<file path="src/rtl/jtcommando_rom_sched.sv">
// ROM read scheduler: one-entry cache per client, round-robin miss service on
// the shared SDRAM read port, refresh gating and download/loop_rst blocking.
module jtcommando_rom_slot #(
  parameter int AW = 22,
  parameter int DW = 32
) (
  input  logic          clk,
  input  logic          rst_n,
  input  logic          clr,
  input  logic          we,
  input  logic          cs,
  input  logic [AW-1:0] addr,
  input  logic [AW-1:0] waddr,
  input  logic [DW-1:0] wdata,
  output logic          ok,
  output logic [DW-1:0] dout
);
  logic          valid;
  logic [AW-1:0] cache_addr;

  always_ff @(posedge clk) begin
    if (!rst_n) begin
      valid      <= 1'b0;
      cache_addr <= '0;
      dout       <= '0;
    end else if (clr) begin
      valid <= 1'b0;
    end else if (we) begin
      valid      <= 1'b1;
      cache_addr <= waddr;
      dout       <= wdata;
    end
  end

  assign ok = cs & valid & (cache_addr == addr);
endmodule

module jtcommando_rom_sched #(
  parameter int SLOTS = 5,
  parameter int AW    = 22,
  parameter int DW    = 32
) (
  input  logic                clk,
  input  logic                rst_n,
  input  logic                downloading,
  input  logic                loop_rst,
  input  logic [SLOTS-1:0]    slot_cs,
  input  logic [SLOTS*AW-1:0] slot_addr,
  output logic [SLOTS-1:0]    slot_ok,
  output logic [SLOTS*DW-1:0] slot_dout,
  output logic                sdram_req,
  output logic [AW-1:0]       sdram_addr,
  input  logic                sdram_ack,
  input  logic                data_rdy,
  input  logic [DW-1:0]       data_read,
  output logic                refresh_en
);
  localparam int IW = (SLOTS > 1) ? $clog2(SLOTS) : 1;

  typedef enum logic [1:0] {IDLE, REQ, WAIT, LATCH} state_t;

  state_t           state;
  logic [IW-1:0]    sel, rr, pick;
  logic             discard, blocked, fill;
  logic [SLOTS-1:0] miss, we;
  logic [AW-1:0]    addr_a [SLOTS];

  // First miss found scanning rr, rr+1, ... modulo SLOTS.
  function automatic logic [IW-1:0] rr_pick(input logic [SLOTS-1:0] m, input logic [IW-1:0] p);
    int idx;
    rr_pick = p;
    for (int k = SLOTS-1; k >= 0; k--) begin
      idx = int'(p) + k;
      if (idx >= SLOTS) idx = idx - SLOTS;
      if (m[idx]) rr_pick = IW'(idx);
    end
  endfunction

  assign blocked = downloading | loop_rst;
  assign miss    = slot_cs & ~slot_ok;
  assign pick    = rr_pick(miss, rr);
  assign fill    = (state == WAIT) & data_rdy & ~discard & ~blocked;

  for (genvar i = 0; i < SLOTS; i++) begin : g_slot
    assign addr_a[i] = slot_addr[i*AW +: AW];
    assign we[i]     = fill & (sel == IW'(i));
    jtcommando_rom_slot #(.AW(AW), .DW(DW)) u_slot (
      .clk   (clk),
      .rst_n (rst_n),
      .clr   (blocked),
      .we    (we[i]),
      .cs    (slot_cs[i]),
      .addr  (addr_a[i]),
      .waddr (sdram_addr),
      .wdata (data_read),
      .ok    (slot_ok[i]),
      .dout  (slot_dout[i*DW +: DW])
    );
  end

  always_ff @(posedge clk) begin
    if (!rst_n) begin
      state      <= IDLE;
      sel        <= '0;
      rr         <= '0;
      sdram_req  <= 1'b0;
      sdram_addr <= '0;
      refresh_en <= 1'b0;
      discard    <= 1'b0;
    end else begin
      refresh_en <= (state == IDLE) & ~(|miss) & ~blocked;
      case (state)
        IDLE: begin
          discard <= 1'b0;
          if (!blocked && |miss) begin
            sel        <= pick;
            sdram_addr <= addr_a[pick];
            sdram_req  <= 1'b1;
            state      <= REQ;
          end
        end
        REQ: begin
          // A block before the ack withdraws the request; after it, the read
          // still has to drain but its data is thrown away.
          if (blocked) begin
            sdram_req <= 1'b0;
            discard   <= 1'b1;
            state     <= sdram_ack ? WAIT : IDLE;
          end else if (sdram_ack) begin
            sdram_req <= 1'b0;
            state     <= WAIT;
          end
        end
        WAIT: begin
          if (blocked) discard <= 1'b1;
          if (data_rdy) state <= LATCH;
        end
        LATCH: begin
          rr    <= (sel == IW'(SLOTS-1)) ? '0 : sel + 1'b1;
          state <= IDLE;
        end
        default: state <= IDLE;
      endcase
    end
  end
endmodule

</file>
<file path="config.mk">
export PLATFORM = sky130hd
export DESIGN_NAME = jtcommando_rom_sched
export DESIGN_NICKNAME = d
export VERILOG_FILES = /design/src/rtl/jtcommando_rom_sched.sv
export SDC_FILE = /design/constraint.sdc
export NUM_CORES = 1
export LEC_CHECK = 0
export ABC_AREA = 1
export BUFFER_PORTS_ARGS = -buffer_cell sky130_fd_sc_hd__buf_2
export CAP_MARGIN = 20
export CORE_MARGIN = 4
export CORE_UTILIZATION = 53
export DETAILED_ROUTE_END_ITERATION = 8
export PLACE_DENSITY = 0.86
export SETUP_SLACK_MARGIN = 0.4
export SLEW_MARGIN = 10
export SYNTH_ARGS = -nofsm -noshare
export SYNTH_HDL_FRONTEND = slang
export SYNTH_SLANG_ARGS = --single-unit
</file>
<file path="constraint.sdc">
create_clock -name clk -period 6.2 [get_ports clk]
set_input_delay 1.24 -clock clk [delete_from_list [all_inputs] [get_ports clk]]
set_output_delay 1.24 -clock clk [all_outputs]
set_load 0.1 [all_outputs]
</file>
==> results of run 1 <==
-- flip-flops by register name, indices dropped and copies added, names as in the netlist, named ones only --
name	count
refresh_en	1
sdram_req	1
sdram_addr	22
g_slot.u_slot.dout	160
sel	3
g_slot.u_slot.valid	5
g_slot.u_slot.cache_addr	110
rr	3
state	1
discard	1
-- critical path: stages (launching register included) --
cell	delay, ps
sky130_fd_sc_hd__dfxtp_1	650
sky130_fd_sc_hd__inv_1	310
sky130_fd_sc_hd__ha_1	510
sky130_fd_sc_hd__nand2_1	80
sky130_fd_sc_hd__o21ai_0	190
sky130_fd_sc_hd__nand3b_1	160
sky130_fd_sc_hd__xor2_1	340
sky130_fd_sc_hd__inv_1	110
sky130_fd_sc_hd__nand2_1	80
sky130_fd_sc_hd__nand3_1	60
sky130_fd_sc_hd__nand2_1	90
sky130_fd_sc_hd__nand2_1	80
sky130_fd_sc_hd__nand2_1	90
sky130_fd_sc_hd__nand2_1	50
sky130_fd_sc_hd__nand2_1	60
sky130_fd_sc_hd__nand2_1	50
sky130_fd_sc_hd__nand2_1	80
sky130_fd_sc_hd__nand2_1	50
sky130_fd_sc_hd__nand2_1	680
sky130_fd_sc_hd__inv_1	590
sky130_fd_sc_hd__a21oi_1	490
sky130_fd_sc_hd__a21oi_1	120
-- worst min-delay path by stage --
stage                                                   endpoint  cells after the start
after floorplan              g_slot[0].u_slot.valid$_SDFFE_PP0P_                      2
final                     g_slot[2].u_slot.dout[30]$_SDFFE_PN0P_                      2
after detailed placement   g_slot[2].u_slot.dout[5]$_SDFFE_PN0P_                      2
after CTS                  g_slot[2].u_slot.dout[5]$_SDFFE_PN0P_                      2
after global routing       g_slot[2].u_slot.dout[7]$_SDFFE_PN0P_                      2
after global placement     g_slot[0].u_slot.dout[9]$_SDFFE_PN0P_                      2
-- power groups by stage --
stage | logic, W | registers (W) | clock network [W]
2_1_floorplan | 0.000937 | 0.00243 | 0
3_3_place_gp | 0.00162 | 0.00223 | 0
3_5_place_dp | 0.00163 | 0.00223 | 0
4_1_cts | 0.00164 | 0.00218 | 0.00220
5_1_grt | 0.00182 | 0.00219 | 0.00229
6_report | 0.00169 | 0.00220 | 0.00220
-- final cells by class --
class	instances	area [sq um]	share of cell area, %
antenna	2	5.00	0.0275
clock buffer	43	968	5.32
clock inverter	18	234	1.29
inverter	336	1260	6.93
multi-input combinational	1513	7250	39.9
sequential	308	6170	33.9
tap	378	473	2.60
timing repair buffer	356	1830	10.1
-- stage by stage --
step	setup WS, ps	utilization (%)	area (sq um)	hold WS (ps)	total power, W
2_1_floorplan	2540	-	15200	430	0.00337
6_report	1170	65.0	18200	441	0.00608
3_5_place_dp	1230	60.7	17000	432	0.00385
5_1_grt	666	64.9	18200	457	0.00630
4_1_cts	1240	64.9	18200	441	0.00602
3_3_place_gp	1250	60.7	17000	428	0.00384
-- cell families after synthesis --
logic type      count (synthesis)  share of synthesized area (%)
flops                         308                           40.6
fa+ha+maj                      23                           1.89
simple gates                  862                           23.9
xor+xnor                       25                           1.49
compound gates                603                           20.1
buf+inv                       469                           12.1
-- cells in the mapped netlist, drive strengths merged --
cell type and count:
nor4 5, o211ai 2, or2 7, buf 25, a32o 1, nand4 16, a21oi 344, nand3 193
inv 335, dfxtp 308, nand3b 10, nor4b 2, o21ai 249, o31ai 1, nand2 514, clkbuf 108
xnor2 10, xor2 15, ha 23, clkinv 1, o21a 1, o2111ai 3, nor2 107, a31oi 1
nor3 8, o22ai 1
-- layer usage --
layer	global-route usage [%]	vias up
met5	0	-
met4	19.4	2
met3	9.67	236
met2	56.2	1009
met1	43.2	7600
li1	-	7875
-- placed cells by master (no fill, tap or decap), drive strengths merged, types with 3 or more instances in the layout --
cell      netlist  layout
nand2         514     514
buf            25     356
a21oi         344     344
inv           335     335
dfxtp         308     308
o21ai         249     249
nand3         193     193
nor2          107     107
clkbuf        108      43
ha             23      23
nand4          16      16
xor2           15      15
clkinv          1      11
xnor2          10      10
nand3b         10      10
nor3            8       8
or2             7       7
bufinv          0       5
nor4            5       5
o2111ai         3       3
clkinvlp        0       3
==> results.sh, run 1 <==
export IMPL_run_status="finished clean"
export IMPL_io_pins=342
export IMPL_io_buffer_count=341
export IMPL_library_cells_used_by_synthesis=36
export IMPL_floorplan_die_area_sq_um=31500
export IMPL_grt_pass1_vias=15997
export IMPL_power_per_cell_area_nw_per_um2=334
export IMPL_count_of_hold_buffers_inserted_by_post_cts_repair=0
export IMPL_post_cts_buffers=0
export IMPL_tritoncts="yes"
export IMPL_internal_power_w=0.00376
export IMPL_buffer_levels_on_the_longest_clock_path=3
export IMPL_final_setup_skew_ps=17.7
export IMPL_detail_route_iter0_violations=1877
export IMPL_share_clk_of_total_power_pct=36.1
export IMPL_via_per_inst=5.66
export IMPL_timing_final_hold_violations=0
export IMPL_setup_violations_final=0
export IMPL_cp_max_fo=24
export IMPL_worst_setup_path_type="reg -> reg"
export IMPL_timing_final_crit_share_pct=81.1
export IMPL_first_pass_iteration_count_of_the_detailed_router=8
export IMPL_grt_setup_unrepaired="no"
export IMPL_chipWidth_microns=177
export IMPL_critical_path_endpoint_type="flop"
export IMPL_number_of_filler_instances_in_the_final_layout=2510
export IMPL_syn_area_sq_um=15200
export IMPL_timing_max_slew_rel_slack_pct=32.6
export IMPL_p_sw_w=0.00232
export IMPL_post_synth_cell_area_avg_sq_um=6.64
export IMPL_timing_reg2reg_setup_slack_ps=1170
export IMPL_layout_nets=2726
export IMPL_grt_util_all_layers_pct=35.2
export IMPL_worst_endpoint_required_ps=6600
export IMPL_maxCapViolations=0
export IMPL_pin_count_of_the_biggest_net_entering_global_routing=124
export IMPL_setup_worst_path_end="sdram_addr[17]$_SDFFE_PN0P_"
export IMPL_drc=0
export IMPL_timing_fmax_mhz=199
export IMPL_layout_drive_gt1_share_pct=17.2
export IMPL_drv_slew=0
export IMPL_synthTopCellsByArea="sky130_fd_sc_hd__dfxtp_1, sky130_fd_sc_hd__nand2_1, sky130_fd_sc_hd__a21oi_1, sky130_fd_sc_hd__inv_1, sky130_fd_sc_hd__o21ai_0"
export IMPL_netlist_top_cell_by_area="sky130_fd_sc_hd__dfxtp_1"
export IMPL_placementRows=61
export IMPL_detail_route_wirelength_microns=57800
export IMPL_share_comb_of_total_power_pct=27.8
export IMPL_reg2reg_from="rr[0]$_SDFFE_PN0N_"
export IMPL_min_path_type="reg -> reg"
export IMPL_place_congestion=1.04
export IMPL_ys_warn_count=0
export IMPL_worst_setup_path_startpoint="rr[0]$_SDFFE_PN0N_"
export IMPL_ys_ff_latch=308
export IMPL_initial_utilization_pct=54.3
export IMPL_clock_sink_count=308
export IMPL_grt_pass1_wl_microns=87400
export IMPL_core_sq_um=28000
export IMPL_clock_insertion_delay_worst_skew_ps=520
export IMPL_antenna_found_initial=1
export IMPL_met1_layer_wirelength_in_the_final_routing_microns=21700
export IMPL_ir_worst_vdd_mv=0.267
export IMPL_final_period_minus_worst_setup_slack_ps=5030
export IMPL_cts_buffers=35
export IMPL_routed_wire_length_per_instance_microns=19.6
export IMPL_area_growth_pct=19.7
export IMPL_critical_path_reg2reg_endpoint="sdram_addr[17]$_SDFFE_PN0P_"
export IMPL_layoutNonFillerInstCount=2954
export IMPL_met2RoutedLength_microns=25300
export IMPL_num_vias=16722
export IMPL_wl_met3_microns=6970
export IMPL_crit_path_start_kind="flop"
export IMPL_syn_num_nets=2466
export IMPL_cts_clk_slew_worst_paths_ps=70
export IMPL_pwr_share_seq_pct=36.1
export IMPL_clockRootBuffer="sky130_fd_sc_hd__clkbuf_16"
export IMPL_tns_ps=0
export IMPL_tightestPinTransition_ps=1010
export IMPL_placed_cells_incl_taps=2891
export IMPL_cts_resized=0
export IMPL_detailed_place_hpwl_microns=40700
export IMPL_grt_overflow_total=0
export IMPL_synth_seq_area_share_pct=40.6
export IMPL_synthCells=2290
export IMPL_drtAntennaViolNets=0
export IMPL_power_leakage_nw=8.33
export IMPL_die_y_microns=177
export IMPL_synthDominantCellAreaShare_pct=40.6
export IMPL_arrival_ps=5430
export IMPL_hold_start="g_slot[2].u_slot.dout[30]$_SDFFE_PN0P_"
export IMPL_reg2reg_depth=21
export IMPL_top_signal_layer_used="met5"
export IMPL_cts_max_level=2
export IMPL_switching_share_pct=38.2
Power figures use the tool's default switching activity.
==> inputs of run 2 (changes only) <==
- CORE_UTILIZATION: 53 -> 49
- PLACE_DENSITY: 0.86 -> 0.84
- clock period: 6.2 -> 4.5 ns (I/O delays scaled with it)
==> run 2 against run 1 <==
- routed wire length decreased by 1.8%
- die area up 7.8%
- first-iteration DRC count is 4.8% lower
- sequential power up 37%
- final cell count grew 1.0%
- clock skew down 3.7 ps
- critical endpoint unchanged
- highest routed layer is now met4
==> results.sh, run 2 (synthesized netlist as in run 1, its figures left out) <==
export IMPL_clock_insertion_delay_worst_skew_ps=520
export IMPL_worst_setup_path_type="reg -> reg"
export IMPL_tightestPinTransition_ps=1120
export IMPL_drtAntennaViolNets=0
export IMPL_tritoncts="yes"
export IMPL_num_vias=16547
export IMPL_grt_util_all_layers_pct=31.9
export IMPL_grt_overflow_total=0
export IMPL_min_path_type="reg -> reg"
export IMPL_cts_buffers=35
export IMPL_tns_ps=0
export IMPL_floorplan_die_area_sq_um=33900
export IMPL_io_buffer_count=341
export IMPL_grtUsageMet2_pct=51.7
export IMPL_grt_setup_unrepaired="yes"
export IMPL_internal_power_w=0.00533
export IMPL_largest_register_ffs=160
export IMPL_groute_layer_met3_usage_pct=7.84
export IMPL_die_y_microns=184
export IMPL_power_leakage_nw=8.39
export IMPL_final_period_minus_worst_setup_slack_ps=3830
export IMPL_most_common_cell_after_layout_fill_and_taps_aside="sky130_fd_sc_hd__nand2_1"
export IMPL_crit_path_start_kind="flop"
export IMPL_via_per_inst=5.54
export IMPL_timing_max_slew_rel_slack_pct=25.4
export IMPL_buffer_levels_on_the_longest_clock_path=3
export IMPL_cp_max_fo=44
export IMPL_place_congestion=1.02
export IMPL_drv_slew=0
export IMPL_clockRootBuffer="sky130_fd_sc_hd__clkbuf_16"
export IMPL_number_of_filler_instances_in_the_final_layout=2823
export IMPL_core_sq_um=30600
export IMPL_switching_share_pct=37.5
export IMPL_layout_nets=2736
export IMPL_area_growth_pct=21.0
export IMPL_grt_pass1_vias=15675
export IMPL_setup_violations_final=0
export IMPL_final_setup_skew_ps=14.0
export IMPL_share_clk_of_total_power_pct=36.1
export IMPL_layout_cell_area_non_filler_sq_um=18400
export IMPL_clock_sink_count=308
export IMPL_pin_count_of_the_biggest_net_entering_global_routing=223
export IMPL_detail_route_wirelength_microns=56700
export IMPL_detail_route_iter0_violations=1786
export IMPL_layout_drive_gt1_share_pct=17.4
export IMPL_p_sw_w=0.00319
export IMPL_placementRows=64
export IMPL_grt_pass1_wl_microns=86300
export IMPL_power_per_cell_area_nw_per_um2=463
export IMPL_biggestRegsByFlops="g_slot.u_slot.dout (160), g_slot.u_slot.cache_addr (110), sdram_addr (22)"
export IMPL_cts_max_level=2
export IMPL_arrival_ps=4230
export IMPL_routed_wire_length_per_instance_microns=19.0
export IMPL_placement_cell_area_sq_um=17100
export IMPL_maxCapViolations=0
export IMPL_grtUsageMet1_pct=39.8
export IMPL_initial_utilization_pct=49.7
export IMPL_share_comb_of_total_power_pct=28.5
export IMPL_drc=0
export IMPL_antenna_found_initial=1
export IMPL_ir_worst_vdd_mv=0.334
export IMPL_final_cell_mix="sky130_fd_sc_hd__nand2_1, sky130_fd_sc_hd__a21oi_1, sky130_fd_sc_hd__buf_2"
export IMPL_cts_clk_slew_worst_paths_ps=60
export IMPL_detailed_place_hpwl_microns=40400
export IMPL_timing_final_hold_violations=0
export IMPL_top_usage_layer="met2"
export IMPL_largest_register="g_slot.u_slot.dout"
export IMPL_run_status="finished clean"
export IMPL_chipWidth_microns=184
export IMPL_count_of_hold_buffers_inserted_by_post_cts_repair=0
export IMPL_timing_fmax_mhz=261
export IMPL_final_core_occ_pct=60.1
export IMPL_pwr_share_seq_pct=35.4
export IMPL_first_pass_iteration_count_of_the_detailed_router=6
export IMPL_critical_path_endpoint_type="flop"
export IMPL_timing_final_crit_share_pct=85.0
export IMPL_io_pins=342
export IMPL_worst_endpoint_required_ps=4900
-- run 2: changes by cell type in the layout (fill, tap and decap cells not counted), sizes merged --
cell      previous run  this run
bufinv               5         7
clkinv              11         4
clkbuf              43        49
diode                2         5
clkinvlp             3         4
buf                356       364
-- run 2: timing repair --
item | in CTS | in global routing
setup endpoints to repair | 0 | 22
buffers inserted | 0 | 0
resized for setup | 0 | 9
-- run 2: critical path: stages, from the launching register on --
cell                       delay, ps
sky130_fd_sc_hd__dfxtp_1         540
sky130_fd_sc_hd__inv_1           260
sky130_fd_sc_hd__ha_2            490
sky130_fd_sc_hd__nand2_1          80
sky130_fd_sc_hd__o21ai_0         140
sky130_fd_sc_hd__nand3b_1        180
sky130_fd_sc_hd__xor2_2          290
sky130_fd_sc_hd__inv_1           100
sky130_fd_sc_hd__nand2_1          80
sky130_fd_sc_hd__nand3_1          60
sky130_fd_sc_hd__nand2_1         100
sky130_fd_sc_hd__nand2_1         100
sky130_fd_sc_hd__nor2_1          120
sky130_fd_sc_hd__nor2_1           50
sky130_fd_sc_hd__nand2_1          70
sky130_fd_sc_hd__nand2_2          60
sky130_fd_sc_hd__nand2_4          80
sky130_fd_sc_hd__buf_6           300
sky130_fd_sc_hd__nand3_1         230
sky130_fd_sc_hd__nand3_1         140
sky130_fd_sc_hd__nand2_1         100
sky130_fd_sc_hd__nand2_1          80
sky130_fd_sc_hd__a21oi_1          50
-- run 2: stage by stage --
step / total power (W) / worst slack [ps] / hold slack [ps] / instances
2_1_floorplan: 0.00464 / 1450 / 430 / 2290
3_3_place_gp: 0.00537 / 550 / 429 / 2917
3_5_place_dp: 0.00538 / 526 / 434 / 2917
4_1_cts: 0.00843 / 533 / 442 / 2978
5_1_grt: 0.00881 / 393 / 453 / 2980
6_report: 0.00852 / 673 / 442 / 2985
-- run 2: cell type report --
| cell class | instances | area [sq um] | area share [%] |
|---|---|---|---|
| multi-input combinational | 1513 | 7270 | 39.5 |
| sequential | 308 | 6170 | 33.5 |
| timing repair buffer | 364 | 1950 | 10.6 |
| inverter | 336 | 1270 | 6.89 |
| clock buffer | 49 | 970 | 5.27 |
| tap | 396 | 495 | 2.69 |
| clock inverter | 12 | 253 | 1.37 |
| timing repair inverter | 2 | 15.0 | 0.0816 |
| antenna | 5 | 12.5 | 0.0680 |
-- run 2: worst paths after layout --
check                                                       startpoint                                      to  slack [ps]  cells past startpoint
worst max-delay path                                rr[1]$_SDFFE_PN0N_             sdram_addr[17]$_SDFFE_PN0P_         670                     22
worst min-delay path            g_slot[2].u_slot.dout[28]$_SDFFE_PN0P_  g_slot[2].u_slot.dout[28]$_SDFFE_PN0P_         440                      2
worst max register to register                      rr[1]$_SDFFE_PN0N_             sdram_addr[17]$_SDFFE_PN0P_         670                     22
worst min register to register  g_slot[2].u_slot.dout[28]$_SDFFE_PN0P_  g_slot[2].u_slot.dout[28]$_SDFFE_PN0P_         440                      2
-- run 2: routing by layer --
layer | part of all wire, % | up-vias | wire length (microns)
met1 | 38 | 7473 | 21300
met3 | 12 | 177 | 6780
met5 | 0 | - | 0
met4 | 5.3 | 0 | 3000
met2 | 45 | 1008 | 25600
li1 | - | 7889 | -
-- run 2: power by group through the flow --
stage               logic, W  registers, W  clock network (W)
finish               0.00243       0.00302            0.00308
CTS                  0.00233       0.00300            0.00310
global route         0.00260       0.00301            0.00320
global placement     0.00231       0.00306                  0
floorplan            0.00129       0.00335                  0
detailed placement   0.00232       0.00306                  0
